File: config.mk
export PLATFORM = sky130hd
export DESIGN_NAME = prefetch_unit_flat
export DESIGN_NICKNAME = d
export VERILOG_FILES = /design/src/rtl/prefetch_pkg.sv /design/src/rtl/prefetch_if.sv /design/src/rtl/prefetch_fifo.sv /design/src/rtl/prefetch_unit.sv /design/src/flat_wrapper.sv
export SDC_FILE = /design/constraint.sdc
export NUM_CORES = 1
export LEC_CHECK = 0
export ABC_AREA = 1
export CAP_MARGIN = 5
export CORE_MARGIN = 8
export CORE_UTILIZATION = 49
export CTS_CLUSTER_DIAMETER = 50
export DETAILED_ROUTE_END_ITERATION = 6
export PLACE_DENSITY = 0.79
export SLEW_MARGIN = 15
export SYNTH_ARGS = -nofsm -noshare
export SYNTH_HDL_FRONTEND = slang
export SYNTH_SLANG_ARGS = --single-unit
export TNS_END_PERCENT = 30
File: constraint.sdc
create_clock -name clk -period 3.9 [get_ports clk]
set_input_delay 0.39 -clock clk [delete_from_list [all_inputs] [get_ports clk]]
set_output_delay 0.39 -clock clk [all_outputs]
set_load 0.01 [all_outputs]
File: src/rtl/prefetch_pkg.sv
// Shared types, defaults and helpers for the instruction prefetch unit.
package prefetch_pkg;

    localparam int          DEFAULT_XLEN     = 32;
    localparam int          DEFAULT_DEPTH    = 4;
    localparam logic [31:0] DEFAULT_RESET_PC = 32'h0000_0000;
    localparam logic [31:0] FETCH_STRIDE     = 32'd4;

    typedef enum logic [1:0] {
        HALT  = 2'd0,
        RUN   = 2'd1,
        FLUSH = 2'd2
    } state_t;

    // Occupancy/credit counters must be able to hold the value DEPTH itself.
    function automatic int cnt_width(input int depth);
        return $clog2(depth) + 1;
    endfunction

endpackage

File: src/rtl/prefetch_if.sv
// Memory request/response and decode channels of the prefetch unit.
interface prefetch_if
    import prefetch_pkg::*;
#(
    parameter int XLEN = DEFAULT_XLEN
) ();

    logic            imem_req_valid_o;
    logic [XLEN-1:0] imem_req_addr_o;
    logic            imem_req_ready_i;
    logic            imem_rsp_valid_i;
    logic [XLEN-1:0] imem_rsp_data_i;
    logic            instr_valid_o;
    logic [XLEN-1:0] instr_o;
    logic [XLEN-1:0] instr_pc_o;
    logic            instr_ready_i;

    modport master (
        output imem_req_valid_o,
        output imem_req_addr_o,
        input  imem_req_ready_i,
        input  imem_rsp_valid_i,
        input  imem_rsp_data_i,
        output instr_valid_o,
        output instr_o,
        output instr_pc_o,
        input  instr_ready_i
    );

    modport slave (
        input  imem_req_valid_o,
        input  imem_req_addr_o,
        output imem_req_ready_i,
        output imem_rsp_valid_i,
        output imem_rsp_data_i,
        input  instr_valid_o,
        input  instr_o,
        input  instr_pc_o,
        output instr_ready_i
    );

endinterface

File: src/rtl/prefetch_fifo.sv
// Power-of-two prefetch buffer with synchronous flush; push and pop may coincide.
module prefetch_fifo
    import prefetch_pkg::*;
#(
    parameter int WIDTH = 2 * DEFAULT_XLEN,
    parameter int DEPTH = DEFAULT_DEPTH
) (
    input  logic                        clk,
    input  logic                        reset,
    input  logic                        flush,
    input  logic                        push,
    input  logic [WIDTH-1:0]            push_data,
    input  logic                        pop,
    output logic [WIDTH-1:0]            head_data,
    output logic                        empty,
    output logic [cnt_width(DEPTH)-1:0] count
);

    localparam int AW = $clog2(DEPTH);
    localparam int CW = cnt_width(DEPTH);

    logic [WIDTH-1:0] mem [DEPTH];
    logic [AW-1:0]    rd_ptr;
    logic [AW-1:0]    wr_ptr;

    // Storage is not reset; the head is only observed while count is non-zero.
    always_ff @(posedge clk) begin
        if (push) begin
            mem[wr_ptr] <= push_data;
        end
    end

    always_ff @(posedge clk) begin
        if (reset || flush) begin
            rd_ptr <= '0;
            wr_ptr <= '0;
            count  <= '0;
        end else begin
            if (push) begin
                wr_ptr <= wr_ptr + AW'(1);
            end
            if (pop) begin
                rd_ptr <= rd_ptr + AW'(1);
            end
            case ({push, pop})
                2'b10:   count <= count + CW'(1);
                2'b01:   count <= count - CW'(1);
                default: count <= count;
            endcase
        end
    end

    assign head_data = mem[rd_ptr];
    assign empty     = (count == '0);

endmodule

File: src/rtl/prefetch_unit.sv
// Instruction prefetch unit: credit-limited fetch into a tagged buffer, with redirect/debug flush.
// Optional performance counters are built when PREFETCH_PERF_EN is defined.
module prefetch_unit
    import prefetch_pkg::*;
#(
    parameter int              XLEN     = DEFAULT_XLEN,
    parameter int              DEPTH    = DEFAULT_DEPTH,
    parameter logic [XLEN-1:0] RESET_PC = XLEN'(DEFAULT_RESET_PC)
) (
    input  logic            clk,
    input  logic            reset,
    input  logic            run,
    input  logic            redirect_i,
    input  logic [XLEN-1:0] redirect_pc_i,
    input  logic            pc_wr_debug_i,
    input  logic [XLEN-1:0] pc_debug_i,
    prefetch_if.master      bus,
    output logic [31:0]     perf_fetched_o,
    output logic [31:0]     perf_flushed_o
);

    localparam int              CW          = cnt_width(DEPTH);
    localparam logic [CW:0]     DEPTH_LIMIT = (CW + 1)'(DEPTH);
    localparam logic [XLEN-1:0] STRIDE      = XLEN'(FETCH_STRIDE);

    state_t          state;
    state_t          state_next;
    logic [XLEN-1:0] fetch_pc;
    logic [XLEN-1:0] fetch_pc_next;
    logic [XLEN-1:0] rsp_pc;
    logic [XLEN-1:0] rsp_pc_next;
    logic [CW-1:0]   outstanding;
    logic [CW-1:0]   outstanding_next;
    logic [CW-1:0]   drop_cnt;
    logic [CW-1:0]   drop_cnt_next;

    logic            flush_evt;
    logic [XLEN-1:0] flush_pc;
    logic [CW:0]     credit_used;
    logic            req_valid;
    logic            req_fire;
    logic            rsp_accept;
    logic            instr_pop;

    logic [2*XLEN-1:0] fifo_head;
    logic              fifo_empty;
    logic [CW-1:0]     fifo_count;

    // Debug PC writes only take effect while halted; redirect has priority.
    assign flush_evt   = redirect_i | (pc_wr_debug_i & ~run);
    assign flush_pc    = redirect_i ? redirect_pc_i : pc_debug_i;
    assign credit_used = {1'b0, fifo_count} + {1'b0, outstanding};
    assign req_valid   = (state == RUN) && run && !flush_evt && (credit_used < DEPTH_LIMIT);
    assign req_fire    = req_valid && bus.imem_req_ready_i;
    assign rsp_accept  = bus.imem_rsp_valid_i && (state != FLUSH) && !flush_evt;
    assign instr_pop   = !fifo_empty && bus.instr_ready_i;

    prefetch_fifo #(
        .WIDTH (2 * XLEN),
        .DEPTH (DEPTH)
    ) u_fifo (
        .clk       (clk),
        .reset     (reset),
        .flush     (flush_evt),
        .push      (rsp_accept),
        .push_data ({rsp_pc, bus.imem_rsp_data_i}),
        .pop       (instr_pop),
        .head_data (fifo_head),
        .empty     (fifo_empty),
        .count     (fifo_count)
    );

    always_ff @(posedge clk) begin
        if (reset) begin
            state       <= HALT;
            fetch_pc    <= RESET_PC;
            rsp_pc      <= RESET_PC;
            outstanding <= '0;
            drop_cnt    <= '0;
        end else begin
            state       <= state_next;
            fetch_pc    <= fetch_pc_next;
            rsp_pc      <= rsp_pc_next;
            outstanding <= outstanding_next;
            drop_cnt    <= drop_cnt_next;
        end
    end

    // rsp_pc tracks the PC of the next in-order response, so entries need no tag queue.
    always_comb begin
        state_next       = state;
        fetch_pc_next    = fetch_pc;
        rsp_pc_next      = rsp_pc;
        outstanding_next = outstanding;
        drop_cnt_next    = drop_cnt;

        if (req_fire) begin
            fetch_pc_next = fetch_pc + STRIDE;
        end
        if (rsp_accept) begin
            rsp_pc_next = rsp_pc + STRIDE;
        end

        case ({req_fire, bus.imem_rsp_valid_i})
            2'b10:   outstanding_next = outstanding + CW'(1);
            2'b01:   outstanding_next = outstanding - CW'(1);
            default: outstanding_next = outstanding;
        endcase

        case (state)
            HALT: begin
                if (run) begin
                    state_next = RUN;
                end
            end
            RUN: begin
                if (!run) begin
                    state_next = HALT;
                end
            end
            FLUSH: begin
                if (bus.imem_rsp_valid_i && (drop_cnt != '0)) begin
                    drop_cnt_next = drop_cnt - CW'(1);
                end
                if ((drop_cnt == '0) || ((drop_cnt == CW'(1)) && bus.imem_rsp_valid_i)) begin
                    state_next = run ? RUN : HALT;
                end
            end
            default: state_next = HALT;
        endcase

        // A response landing in the flush cycle is already counted out of outstanding_next.
        if (flush_evt) begin
            fetch_pc_next = flush_pc;
            rsp_pc_next   = flush_pc;
            drop_cnt_next = outstanding_next;
            if (outstanding_next != '0) begin
                state_next = FLUSH;
            end else begin
                state_next = run ? RUN : HALT;
            end
        end
    end

    assign bus.imem_req_valid_o = req_valid;
    assign bus.imem_req_addr_o  = fetch_pc;
    assign bus.instr_valid_o    = !fifo_empty;
    assign bus.instr_o          = fifo_empty ? '0 : fifo_head[XLEN-1:0];
    assign bus.instr_pc_o       = fifo_empty ? '0 : fifo_head[2*XLEN-1:XLEN];

`ifdef PREFETCH_PERF_EN
    logic        rsp_drop;
    logic [31:0] flushed_inc;
    logic [31:0] fetched_cnt;
    logic [31:0] flushed_cnt;

    assign rsp_drop = bus.imem_rsp_valid_i && ((state == FLUSH) || flush_evt);

    // Entries popped in the flush cycle reach decode, so they are not counted as discarded.
    always_comb begin
        flushed_inc = '0;
        if (flush_evt) begin
            flushed_inc = 32'(fifo_count) - 32'(instr_pop);
        end
        if (rsp_drop) begin
            flushed_inc = flushed_inc + 32'd1;
        end
    end

    always_ff @(posedge clk) begin
        if (reset) begin
            fetched_cnt <= '0;
            flushed_cnt <= '0;
        end else begin
            fetched_cnt <= fetched_cnt + 32'(instr_pop);
            flushed_cnt <= flushed_cnt + flushed_inc;
        end
    end

    assign perf_fetched_o = fetched_cnt;
    assign perf_flushed_o = flushed_cnt;
`else
    assign perf_fetched_o = '0;
    assign perf_flushed_o = '0;
`endif

endmodule

File: src/flat_wrapper.sv
// flat-port wrapper written by rule: the top's interface ports become plain ports
module prefetch_unit_flat import prefetch_pkg::*;
#(
    parameter int              XLEN     = DEFAULT_XLEN,
    parameter int              DEPTH    = DEFAULT_DEPTH,
    parameter logic [XLEN-1:0] RESET_PC = XLEN'(DEFAULT_RESET_PC)
)
  (clk, reset, run, redirect_i, redirect_pc_i, pc_wr_debug_i, pc_debug_i, perf_fetched_o, perf_flushed_o, bus_imem_req_valid_o, bus_imem_req_addr_o, bus_imem_req_ready_i, bus_imem_rsp_valid_i, bus_imem_rsp_data_i, bus_instr_valid_o, bus_instr_o, bus_instr_pc_o, bus_instr_ready_i);
  prefetch_if #(.XLEN(XLEN)) bus_i ();
  input  logic clk;
  input  logic reset;
  input  logic run;
  input  logic redirect_i;
  input  logic [XLEN-1:0] redirect_pc_i;
  input  logic pc_wr_debug_i;
  input  logic [XLEN-1:0] pc_debug_i;
  output logic [31:0] perf_fetched_o;
  output logic [31:0] perf_flushed_o;
  output wire logic [$bits(bus_i.imem_req_valid_o)-1:0] bus_imem_req_valid_o;
  output wire logic [$bits(bus_i.imem_req_addr_o)-1:0] bus_imem_req_addr_o;
  input wire logic [$bits(bus_i.imem_req_ready_i)-1:0] bus_imem_req_ready_i;
  input wire logic [$bits(bus_i.imem_rsp_valid_i)-1:0] bus_imem_rsp_valid_i;
  input wire logic [$bits(bus_i.imem_rsp_data_i)-1:0] bus_imem_rsp_data_i;
  output wire logic [$bits(bus_i.instr_valid_o)-1:0] bus_instr_valid_o;
  output wire logic [$bits(bus_i.instr_o)-1:0] bus_instr_o;
  output wire logic [$bits(bus_i.instr_pc_o)-1:0] bus_instr_pc_o;
  input wire logic [$bits(bus_i.instr_ready_i)-1:0] bus_instr_ready_i;
  assign bus_imem_req_valid_o = bus_i.imem_req_valid_o;
  assign bus_imem_req_addr_o = bus_i.imem_req_addr_o;
  assign bus_i.imem_req_ready_i = bus_imem_req_ready_i;
  assign bus_i.imem_rsp_valid_i = bus_imem_rsp_valid_i;
  assign bus_i.imem_rsp_data_i = bus_imem_rsp_data_i;
  assign bus_instr_valid_o = bus_i.instr_valid_o;
  assign bus_instr_o = bus_i.instr_o;
  assign bus_instr_pc_o = bus_i.instr_pc_o;
  assign bus_i.instr_ready_i = bus_instr_ready_i;
  prefetch_unit #(.XLEN(XLEN), .DEPTH(DEPTH), .RESET_PC(RESET_PC)) u_core (.clk(clk), .reset(reset), .run(run), .redirect_i(redirect_i), .redirect_pc_i(redirect_pc_i), .pc_wr_debug_i(pc_wr_debug_i), .pc_debug_i(pc_debug_i), .bus(bus_i), .perf_fetched_o(perf_fetched_o), .perf_flushed_o(perf_flushed_o));
endmodule
==> impl_metrics.toml, run 1 <==
[power_and_ir_drop]
p_per_area_nw_per_um2 = 414
p_leak_nw = 7.48
vdd_drop_max_v = 0.000299

[die]
dieHeight_um = 198
io_pins = 266
core-area_um2 = 33100
die_area_um2 = 39400
fp.dieW_um = 198
rows = 67
start_util = 0.492

[final_layout]
final_cells = 2504
drive_above_1_share = 0.0535
fin_nets = 2148
area_delta_synth_final_pct = 19.7
antenna_cells = 0

[drt]
drt_iter0_drc = 1000
wl_met2_um = 20200
num_vias = 13000
top_layer = "met4"
postRouteAntennaNets = 0
first_pass_iters = 5
m1WireLength_um = 17400
wire_per_inst_um = 16.8
drt-vias-per-instance = 5.20
wl_met3_um = 3480
remaining_drc_errors = 0
routed_wl_um = 41900

[sta]
final_max_slew_viol_count = 0
rsz0062_at_grt = "false"
setup_viol = 0
fmax_ghz = 0.330
fin_skew_ps = 12.6
hold_viol_final = 0
slew_headroom = 0.372
finalCritPeriodShare = 0.776
setup_ws_ps = 874
worst_pin_slew_ps = 940
period_needed_ps = 3030
holdWs_ps = 470

[logic_synthesis]
ys_warn_count = 0
synth_cells = 1859
synth_area_leaders = "edfxtp_1 (47%), dfxtp_1 (9.7%), nand2_1 (8.9%)"
synth_commonest_cells = "nand2_1 (387), nor2_1 (383), edfxtp_1 (256), o21ai_0 (171), inv_1 (133)"
yosys.area_share.adder = 0.0124
ys.flop_type = "edfxtp_1"
synth_seq_cells = 335
synth_edf_count = 256
syn_area_um2 = 16300
synthXorXnorAreaFrac = 0.00967
yosys.area_share.simple = 0.213
synth_top_cell_by_area = "edfxtp_1"
muxShareOfSynthArea = 0
yosysMostFrequentCell = "nand2_1"
synth_compound_area_frac = 0.106
synthArstFlopShare = 0
yosysUniqueCellTypes = 36
yosys.area.top_type_share = 0.471
synth.avg_cell_area_um2 = 8.77
synth_top_family_by_area = "simple AND/OR/NAND/NOR gates"
ys_seq_area_frac = 0.568

[global_routing]
grt_pass1_vias = 12800
antenna_found_initial = 0
grt_max_degree = 129
grt_usage = 0.206
grt_pass1_wl_um = 65600
grt_overflow_total = 0

[worst_setup_path]
critPathLaunchType = "flip-flop"
end_kind = "primary output"
cp.arrival_ps = 2640
required_ps = 3510
rr_worst_depth = 16
worstPathMaxFanout = 110
crit_type = "flip-flop to primary output"

[clock_network]
clock_sinks = 335
post_cts_resized = 0
cts_made_buffers = 36
htree_levels = 2
clk_pin_slew_ps = 60
tritoncts = "built"
clk_latency_ps = 510
root_buffer = "clkbuf_16"
clk_path_buf_depth = 3
cts_hold_buf = 0
postCtsSetupBuffers = 0

[flow_run]
max_cap_viol_count = 0

[place]
place_hpwl_um = 27600
gp_congestion = 0.890
dp_cells = 2439
io_buffers = 201
preCtsSetupSlack_ps = 754

[hold_path]
hold_depth = 2
min_path_type = "flip-flop to flip-flop"

[run_status]
status = "finished clean"
[critical path: stages (launching register included)]
cell             delay (ps)
dfxtp_4                 350
inv_2                   250
buf_12                  390
o21ai_0                 170
a21oi_1                 320
clkdlybuf4s50_1         600
[routing by layer]
layer,track usage,vias up
li1,-,6317
met1,0.264,6086
met2,0.351,543
met5,0,-
met4,0.0637,0
met3,0.0403,64
[worst paths after layout]
path	startpoint	endpoint	slack [ps]
worst min register to register	u_core.u_fifo.rd_ptr[1]	flip-flop	470
worst min-delay path	u_core.u_fifo.rd_ptr[1]	flip-flop	470
worst max-delay path	flip-flop	bus_instr_pc_o[17]	870
worst max register to register	u_core.u_fifo.count[1]	u_core.state[1]	1430
[state kept, by name, summed over array words and instances, names as in the netlist, named ones only]
name / flops
u_core.bus.imem_req_addr_o: 31
u_core.drop_cnt: 3
u_core.outstanding: 3
u_core.rsp_pc: 31
u_core.state: 2
u_core.u_fifo.count: 3
u_core.u_fifo.mem: 256
u_core.u_fifo.rd_ptr: 2
u_core.u_fifo.wr_ptr: 2
[placed cells by master, fill, tap and decap left out, types with 3 or more instances in the layout]
master           count
nand2_1            387
nor2_1             379
edfxtp_1           256
clkdlybuf4s50_1    201
o21ai_0            171
inv_1              133
a21oi_1            119
dfxtp_1             77
conb_1              64
nand3_1             53
clkbuf_16           37
o21ai_1             30
buf_4               14
a31oi_1             13
ha_1                13
clkbuf_1            13
xor2_1              11
nand2_2             10
nor2_4               9
xnor2_1              7
nor2_2               6
inv_2                5
nand3b_1             5
buf_12               4
nand4_1              3
inv_6                3
clkinv_2             3
[power by group]
group	total, mW	internal [mW]	switching (mW)
Clock	3.21	1.87	1.34
Sequential	4.11	3.97	0.143
Combinational	0.758	0.318	0.441
[cell type report]
class,instances,area [um2]
fill,2795,13600
timing repair buffer,219,2200
clock inverter,13,115
sequential,335,9270
inverter,140,531
multi-input combinational,1297,5830
clock buffer,52,1000
tap,448,561
[cell families (layout without fill, tap and decap cells)]
logic type | count (synthesis) | after routing
AND/OR/NAND/NOR | 862 | 862
AO/OA/AOI/OAI | 338 | 338
flip-flops | 335 | 335
buffers and inverters | 290 | 424
XOR/XNOR | 18 | 18
adder cells (fa/ha/maj) | 15 | 15
other | 1 | 64
[through the flow]
step                      total power, mW  TNS (ps)  utilization  cell area [um2]
final                                8.08         0        0.589            19500
after floorplan                      4.64    -46870            -            16500
after global routing                 8.39         0        0.589            19500
after detailed placement             4.93         0        0.556            18400
after CTS                            8.14         0        0.589            19500
after global placement               4.90         0        0.556            18400
(Power assumes the default switching activity.)
==> run 2, diff against run 1 <==
- clock period: 3.9 -> 2.5 ns (I/O delays scaled with it)
==> run 2 against run 1 <==
Effect of this change:
- clock power is 52% higher
- sequential share of layout area is 0.92 points lower
- clock skew hardly changed
- routed wire length is 1.4% higher
- critical path depth stayed put
- sequential cell count stayed put
- non-clock buffer count is 27 higher
- hold slack worse by 160 ps
- register-to-register slack worse by 1300 ps
- final cell count is 0.92% higher
==> impl_metrics.toml, run 2 (synthesis results as in run 1) <==
[final_layout]
finalInstanceArea_um2 = 19900
final_cell_mix = "nand2_1 (386), nor2_1 (377), edfxtp_1 (256)"
drive_above_1_share = 0.0712
final_cells = 2527
area_delta_synth_final_pct = 22.1
fin_nets = 2175
largest_register_ffs = 256
regMostFlops = "u_core.u_fifo.mem"
layout_commonest_cell = "nand2_1"
antenna_cells = 0

[drt]
drt_iter0_drc = 930
first_pass_iters = 7
remaining_drc_errors = 0
wire_per_inst_um = 16.8
drt-vias-per-instance = 5.18
num_vias = 13100
postRouteAntennaNets = 0
routed_wl_um = 42500

[global_routing]
antenna_found_initial = 0
met2_usage = 0.359
met3_usage = 0.0431
grt-busiest-layer = "met2"
grt_max_degree = 66
grt_overflow_total = 0
grt_pass1_wl_um = 67100
grt_pass1_vias = 13100
use_met1 = 0.267
grt_usage = 0.212

[worst_setup_path]
path_cells = "inv_4 > buf_12 > o21ai_0 > a21oi_1 > clkdlybuf4s50_1"
worstPathMaxFanout = 40
cp.arrival_ps = 2220
max_stage_delay_ps = 580
crit_type = "flip-flop to primary output"
required_ps = 2250
cp_slowest_cell = "clkdlybuf4s50_1"
end_kind = "primary output"
critPathLaunchType = "flip-flop"

[sta]
holdWs_ps = 314
setup_viol = 0
fin_skew_ps = 13.1
final_max_slew_viol_count = 0
hold_viol_final = 0
worst_pin_slew_ps = 628
setup_ws_ps = 28.5
finalCritPeriodShare = 0.989
slew_headroom = 0.581
period_needed_ps = 2470
fmax_ghz = 0.405
rsz0062_at_grt = "true"

[place]
gp_congestion = 0.875
place_area_um2 = 18600
io_buffers = 201
preCtsSetupSlack_ps = 49.0
dp_cells = 2456
place_hpwl_um = 27500

[die]
start_util = 0.492
rows = 67
io_pins = 266
die_area_um2 = 39400
core-area_um2 = 33100
fp.dieW_um = 198
dieHeight_um = 198

[run_status]
status = "finished clean"

[clock_network]
clock_sinks = 335
clk_pin_slew_ps = 50
clk_path_buf_depth = 3
cts_made_buffers = 36
tritoncts = "built"
root_buffer = "clkbuf_16"
cts_hold_buf = 0
htree_levels = 2
clk_latency_ps = 520

[power_and_ir_drop]
p_leak_nw = 8.20
p_per_area_nw_per_um2 = 628
vdd_drop_max_v = 0.000439

[flow_run]
max_cap_viol_count = 0

[hold_path]
min_path_type = "input pin to flip-flop"
==> run 2: layer usage <==
metal	vias to the layer above	routed length, um
li1	6374	-
met1	6093	17900
met2	541	20200
met3	77	3380
met4	0	1050
met5	-	0
==> run 2: critical path: cells and delay by family (launching register included) <==
kind                   cells  cell delay (ps)
AOI/OAI and AO/OA          2              370
buffers and inverters      3              940
DFF                        1              390
==> run 2: worst paths after layout <==
| kind | start | end | slack, ps | cells past startpoint |
|---|---|---|---|---|
| max | flip-flop | bus_instr_pc_o[8] | 30 | 5 |
| min | pc_debug_i[1] | u_core.rsp_pc[1] | 310 | 3 |
| max reg2reg | u_core.u_fifo.count[2] | u_core.state[1] | 160 | 14 |
| min reg2reg | u_core.u_fifo.rd_ptr[1] | flip-flop | 470 | 2 |
==> run 2: what timing repair did <==
action	in CTS	in global routing
buffers inserted	6	1
pin swaps	3	5
cloned	3	0
endpoints found under the setup margin	59	26
resized for setup	52	29
==> run 2: area by class of cell <==
cell class / count / area, um2
inverter: 140 / 536
multi-input combinational: 1297 / 5870
sequential: 335 / 9280
tap: 448 / 561
clock buffer: 40 / 916
fill: 2760 / 13200
clock inverter: 21 / 155
timing repair buffer: 246 / 2590
==> run 2: report_power, final <==
group	leakage [nW]	switching [mW]	internal, mW	total (mW)
Clock	0.521	2.11	2.76	4.87
Sequential	3.00	0.214	6.19	6.40
Combinational	4.68	0.704	0.529	1.23
Total	8.20	3.03	9.47	12.5
==> run 2: stage by stage <==
step	util	power, mW	TNS (ps)
detailed placement	0.562	7.73	0
floorplan	-	7.23	-111910
CTS	0.599	12.6	-165
finish	0.601	12.5	0
global placement	0.562	7.69	0
global route	0.601	13.0	-206
